### config.mk
export PLATFORM = sky130hd
export DESIGN_NAME = cache_mshr_fill_engine
export DESIGN_NICKNAME = d
export VERILOG_FILES = /design/src/rtl/cache_mshr_fill_engine.sv
export SDC_FILE = /design/constraint.sdc
export NUM_CORES = 1
export LEC_CHECK = 0
export ABC_AREA = 1
export CAP_MARGIN = 10
export CORE_UTILIZATION = 51
export DETAILED_ROUTE_END_ITERATION = 10
export GPL_ROUTABILITY_DRIVEN = 0
export PLACE_DENSITY = 0.92
export RECOVER_POWER = 50
export REMOVE_ABC_BUFFERS = 1
export SLEW_MARGIN = 0
export SYNTH_ARGS = -nofsm -noshare
export SYNTH_HDL_FRONTEND = slang
export SYNTH_SLANG_ARGS = --single-unit
### constraint.sdc
create_clock -name CLK -period 2.8 [get_ports CLK]
set_input_delay 0.84 -clock CLK [delete_from_list [all_inputs] [get_ports CLK]]
set_output_delay 0.84 -clock CLK [all_outputs]
set_load 0.03 [all_outputs]
### src/rtl/cache_mshr_fill_engine.sv
// MSHR fill engine: takes the head MSHR entry, fetches its block from memory,
// merges the pending store words and hands the finished block to the cache bank.
module cache_mshr_fill_engine #(
    parameter int unsigned ADDR_W = 32,
    parameter int unsigned WORD_W = 32,
    parameter int unsigned WORDS  = 4,
    parameter int unsigned UUID_W = 8
) (
    input  logic                    CLK,
    input  logic                    nRST,
    input  logic                    mshr_valid,
    input  logic [ADDR_W-1:0]       mshr_block_addr,
    input  logic [WORDS-1:0]        mshr_write_status,
    input  logic [WORDS*WORD_W-1:0] mshr_write_block,
    input  logic [UUID_W-1:0]       mshr_uuid,
    output logic                    bank_empty,
    output logic                    mem_req_valid,
    input  logic                    mem_req_ready,
    output logic [ADDR_W-1:0]       mem_req_addr,
    input  logic                    mem_resp_valid,
    input  logic [WORD_W-1:0]       mem_resp_data,
    output logic                    fill_valid,
    input  logic                    fill_ready,
    output logic [ADDR_W-1:0]       fill_addr,
    output logic [WORDS*WORD_W-1:0] fill_data,
    output logic                    fill_dirty,
    output logic [UUID_W-1:0]       fill_uuid
);

    localparam int unsigned BEAT_W = $clog2(WORDS);

    typedef enum logic [1:0] {StIdle, StReq, StResp, StFill} state_e;

    state_e                  state_q, state_d;
    logic [ADDR_W-1:0]       addr_q;
    logic [WORDS-1:0]        status_q;
    logic [WORDS*WORD_W-1:0] wblock_q;
    logic [WORDS*WORD_W-1:0] resp_q;
    logic [UUID_W-1:0]       uuid_q;
    logic [BEAT_W-1:0]       beat_q;

    always_comb begin
        state_d = state_q;
        unique case (state_q)
            StIdle: begin
                if (mshr_valid) begin
                    // A block fully covered by stores needs no memory read.
                    state_d = (&mshr_write_status) ? StFill : StReq;
                end
            end
            StReq: begin
                if (mem_req_ready) state_d = StResp;
            end
            StResp: begin
                if (mem_resp_valid && (beat_q == BEAT_W'(WORDS - 1))) state_d = StFill;
            end
            StFill: begin
                if (fill_ready) state_d = StIdle;
            end
            default: state_d = StIdle;
        endcase
    end

    always_ff @(posedge CLK or negedge nRST) begin
        if (!nRST) begin
            state_q  <= StIdle;
            addr_q   <= '0;
            status_q <= '0;
            wblock_q <= '0;
            resp_q   <= '0;
            uuid_q   <= '0;
            beat_q   <= '0;
        end else begin
            state_q <= state_d;
            if (state_q == StIdle && mshr_valid) begin
                addr_q   <= mshr_block_addr;
                status_q <= mshr_write_status;
                wblock_q <= mshr_write_block;
                uuid_q   <= mshr_uuid;
            end
            if (state_q == StReq && mem_req_ready) begin
                beat_q <= '0;
            end
            if (state_q == StResp && mem_resp_valid) begin
                resp_q[beat_q*WORD_W +: WORD_W] <= mem_resp_data;
                beat_q                          <= beat_q + BEAT_W'(1);
            end
        end
    end

    assign bank_empty    = (state_q == StIdle);
    assign mem_req_valid = (state_q == StReq);
    assign fill_valid    = (state_q == StFill);
    assign mem_req_addr  = addr_q;
    assign fill_addr     = addr_q;
    assign fill_dirty    = |status_q;
    assign fill_uuid     = uuid_q;

    // Store words take priority over the fetched words.
    for (genvar i = 0; i < WORDS; i++) begin : g_merge
        assign fill_data[i*WORD_W +: WORD_W] = status_q[i] ? wblock_q[i*WORD_W +: WORD_W]
                                                           : resp_q[i*WORD_W +: WORD_W];
    end

endmodule

Word-level counts from Yosys, hierarchy flattened --
Index checks and enable logic that the tools add are counted.
Operators by class: reductions and logical operators 9, equal/unequal tests 8, add/sub/neg operators 2, multiplexer cells 13, shift operators 2
Operators with widths (number):
- bitwise mux 128 bit | 1
- 2-to-1 mux 32 bit | 4
- variable shift 32 x 34 -> 128 bit (first input constant) | 1
- variable part select 32 x 34 -> 128 bit | 1
- negator 7 -> 34 bit | 1
- 2-to-1 mux 2 bit | 7
- one-hot mux 2 bit (4 select lines) | 1
- AND reduction 4 bit | 2
- equality test 2 bit (second input constant) | 3
- logical AND 1 bit | 4
- != test 2 x 1 -> 1 bit (second input constant) | 2
- != test 2 bit (second input constant) | 2
- OR reduction 4 bit | 1
- adder 2 x 1 -> 2 bit (second input constant) | 1
- equality test 2 x 1 -> 1 bit (second input constant) | 1
- logical NOT 2 bit | 1
- nonzero test 2 bit | 1
Word-level totals: word-level logic and storage cells 41, output and inout bits 204, register bits after elaboration 304

Depth between registers and ports, before layout --
word-level depth 4, gate-level depth with buffers 9

Worst setup path before layout --
Ideal clock, no wire load.
path type reg-to-output, from register status_q[0], to output port fill_data[24], slack 535 ps, cell stages (with the launch flop) 4, path buffers 2, arrival 1425 ps, cell sequence dfrtp_1 clkbuf_1 clkbuf_1 o21ai_0
Between the ends: longest elaborated chain between the ends 1
RTL lines:
- start, declared | RTL line 36 | logic [WORDS-1:0] status_q;
- start signal, assigned | RTL line 77 | status_q <= mshr_write_status;
- 2-to-1 mux 32 bit | RTL line 101 | assign fill_data[i*WORD_W +: WORD_W] = status_q[i] ? wblock_q[i*WORD_W +: WORD_W]
- end, declared | RTL line 25 | output logic [WORDS*WORD_W-1:0] fill_data,
No other way between the ends.

Worst setup path in the final report --
from register status_q[3], to output port fill_data[96]
The elaborated chain is that of the path after synthesis.

==> summary.txt <==
Pwr
  • Switch share: between 40 and 50%
  • Internal: 14,500 uW
  • Final Power: 25,900 uW
  • PwrDens: approximately 1400 nW/um^2
  • Maximum vdd drop: 957 uV
  • Sequential power share: between 20% and 30%
  • Combinational power share: between 50% and 60%
  • Clk pwr share: 18.0%
  • Sw Pwr: 11,400 uW
  • Pleak: ~0.0085 uW

Clock tree
  • Clk buf depth: 3
  • Clock-pin slew on the worst setup and hold paths: 0.05 ns
  • CTS Buf Count: 34
  • Clk root buf: clkbuf_16
  • CTS H-Tree Depth: 2
  • CTS Sinks: 304
  • Clk Latency, worst-skew pair: 0.50 ns
  • CTS tree: built

Synthesis
  • Most common flop cell mapped by yosys: dfrtp_1
  • Number of synthesized flops with an enable pin: 0
  • Syn Inst Count: 1,272
  • Avg Cell Area, Syn: 10.6 um^2
  • Synthesized flop and latch total: 304
  • Sequential area share after synthesis: between 50% and 60%
  • Post-Syn Area: 13,500 um^2
  • Synth cell types: 27
  • Async SR Flop Fraction: 100%
  • Syn. warnings: 0

Worst setup path
  • CP startpoint kind: flip-flop
  • RR Startpoint: beat_q[0]$_DFFE_PN0P_
  • CP required: 1.96 ns
  • R2R setup slack: 0.22 ns
  • R2R Path End: resp_q[124]$_DFFE_PN0P_
  • Worst path cell trace: buf_4, o21ai_0, clkdlybuf4s15_1
  • Buf/Inv on CP: 2
  • WS Path Type: flip-flop to primary output
  • Critical path peak fanout: 16
  • Critical path's top delay family: buffers and inverters
  • Arr. time, crit path: 1.92 ns
  • Worst path slowest cell: dfrtp_2
  • Crit path capture type: primary output
  • CP peak stage delay: 0.52 ns
  • R2R depth: 5

Worst hold path
  • Worst Hold Depth: 1
  • Worst Hold Launch: fill_uuid[0]$_DFFE_PN0P_
  • Hold WC Path Type: flip-flop to flip-flop
  • Hold Path Sink: fill_uuid[0]$_DFFE_PN0P_

STA
  • Hold slack: slightly above 0.5 ns
  • Pins Over Slew Limit: 0
  • Fmax: about 360 MHz
  • Final setup fails: 0
  • Slew @ Worst Pin: 1.42 ns
  • Clock Skew: approximately 0.016 ns
  • Final worst slack: 0.0378 ns
  • Fin crit share: 98.7%
  • RSZ-0062 raised after global routing: false
  • Crit path time final: 2.76 ns
  • Slew HR: 5.20%
  • Final Hold Viols: 0

Floorplan
  • Core Rows: 59
  • Die height: 165 um
  • Total Die Area: 27,200 um^2
  • Die W: 165 um
  • Initial core utilization: 52.0%
  • Core area: approximately 26,000 um^2
  • I/O Pins: 414

Routing
  • Routed vias: 11,300
  • WL/cell: 21.3 um
  • Drt via density: about 5.6
  • # DRC: 0
  • Final ANT Viol Nets: 0
  • DRT iter0 DRCs: 890
  • Pre-antenna DRT Iters: 6
  • Routed WL: roughly 43,000 um

Global route
  • Largest net degree at the start of global routing: 61
  • First-pass GRT wire length: 64,500 um
  • Vias in the first global route: around 12,000
  • Total GRT Usage: 31.4%
  • Initial antenna violation count: 1
  • Grt ovf: 0

Placement
  • I/O Buffers: 413
  • DP Wirelength: roughly 30,000 um
  • Placed Instances: 1,941
  • Post-place setup slack: 0.226 ns

Cells and area
  • Final nets: 1,864
  • Non-filler cells, final: 2,007
  • Layout overhead on the synthesized area: 38.1%
  • Share of layout cells above drive strength 1: 16.7%

Outcome
  • Status: finished clean

Run
  • Max-cap violations: 0
## state kept, by name (all words and copies together) (netlist names)
| register | flops |
|---|---|
| beat_q | 2 |
| fill_addr | 32 |
| fill_uuid | 8 |
| resp_q | 128 |
| state_q | 2 |
| status_q | 4 |
| wblock_q | 128 |
## how the worst max path moves through the flow
stage	startpoint	to	slack, ns	cells after the start
2_1_floorplan	mshr_valid	fill_addr[0]$_DFFE_PN0P_	-2.32	2
3_3_place_gp	status_q[0]$_DFFE_PN0P_	fill_data[28]	0.26	3
3_5_place_dp	mem_resp_valid	resp_q[124]$_DFFE_PN0P_	0.23	5
4_1_cts	state_q[1]$_DFFE_PN0P_	mem_req_valid	0.002	3
5_1_grt	status_q[2]$_DFFE_PN0P_	fill_data[71]	0.001	3
6_report	status_q[3]$_DFFE_PN0P_	fill_data[96]	0.04	3
## worst reg2reg max path: stages, from the launching register on
cell	delay, ns
dfrtp_1	0.73
clkinv_2	0.30
ha_1	0.40
nor2_1	0.15
nand2_2	0.50
o22ai_1	0.40
## cells in the final DEF, fill, tap and decap left out, drive strengths merged, types with 3 or more instances in the layout
master         instances
nand3                 66
mux2                 171
clkdlybuf4s15          4
ha                     9
o22ai                 65
clkdlybuf4s50        282
clkinv                 7
clkbuf                68
buf                   24
nor2                  13
diode                  3
bufinv                 3
nand2                200
inv                  138
dfrtp                304
dlygate4sd2          121
o21ai                190
## Yosys cell counts, types with 2 or more instances
master    instances  area share, %
dfrtp_1         304             56
nand2_1         197            5.5
o21ai_0         182            6.7
mux2_2          171             14
inv_1           137            3.8
nand3_1          65            2.4
o22ai_1          64            3.0
buf_4            37            2.1
clkbuf_1         31           0.86
buf_6            26            2.2
buf_2            16           0.59
ha_1              9           0.83
o21ai_1           8           0.30
nor2_1            7           0.19
nor2_4            4           0.33
clkbuf_8          2           0.20
nand2_2           2          0.092
## metrics by stage
step | utilization [%] | instance area [um^2] | TNS [ns]
floorplan | - | 12700 | -398.81
global placement | 68.3 | 17800 | 0
detailed placement | 68.3 | 17800 | 0
CTS | 72.2 | 18800 | 0
global route | 71.7 | 18700 | 0
finish | 71.7 | 18700 | 0
## power groups by stage
stage | sequential (uW) | combinational, uW | clock, uW
5_1_grt | 7910 | 14300 | 4910
3_3_place_gp | 7560 | 14000 | 0
6_report | 7730 | 13500 | 4670
3_5_place_dp | 7720 | 14400 | 0
4_1_cts | 7690 | 13500 | 4730
2_1_floorplan | 8720 | 7280 | 0
## per-layer routing
layer  part of all wire [%]  track usage (%)  wire length (um)  vias up
met2                     50             53.2             21500      579
met4                    5.1             16.3              2170        0
met5                      0                0                 0        -
met3                    7.2             5.70              3070      148
met1                     38             38.2             16100     5587
li1                       -                -                 -     4941
## cells by family after synthesis
kind of cell / Yosys count / synth area share [%]
adders and majority gates: 9 / 0.832
buffers and inverters: 252 / 9.76
AOI/OAI and AO/OA: 257 / 10.2
DFF: 304 / 56.2
and+or+nand+nor: 279 / 8.83
muxes: 171 / 14.2
## repair_timing
item | CTS | global route
buffers inserted | 0 | 3
endpoints found under the setup margin | 128 | 14
gates resized for setup | 128 | 15
hold buffers | 0 | 0
## area by class of cell
class                   count  area (um^2)
fillers                  1757         7360
clock inverters             8          115
well taps                 335          419
multi-input cells         716         4620
repair buffers            449         4330
flip-flops and latches    304         7610
clock buffers              52         1070
diodes                      3         7.51
inverters                 140          527
Note: power is estimated with default switching activity, not from simulation.
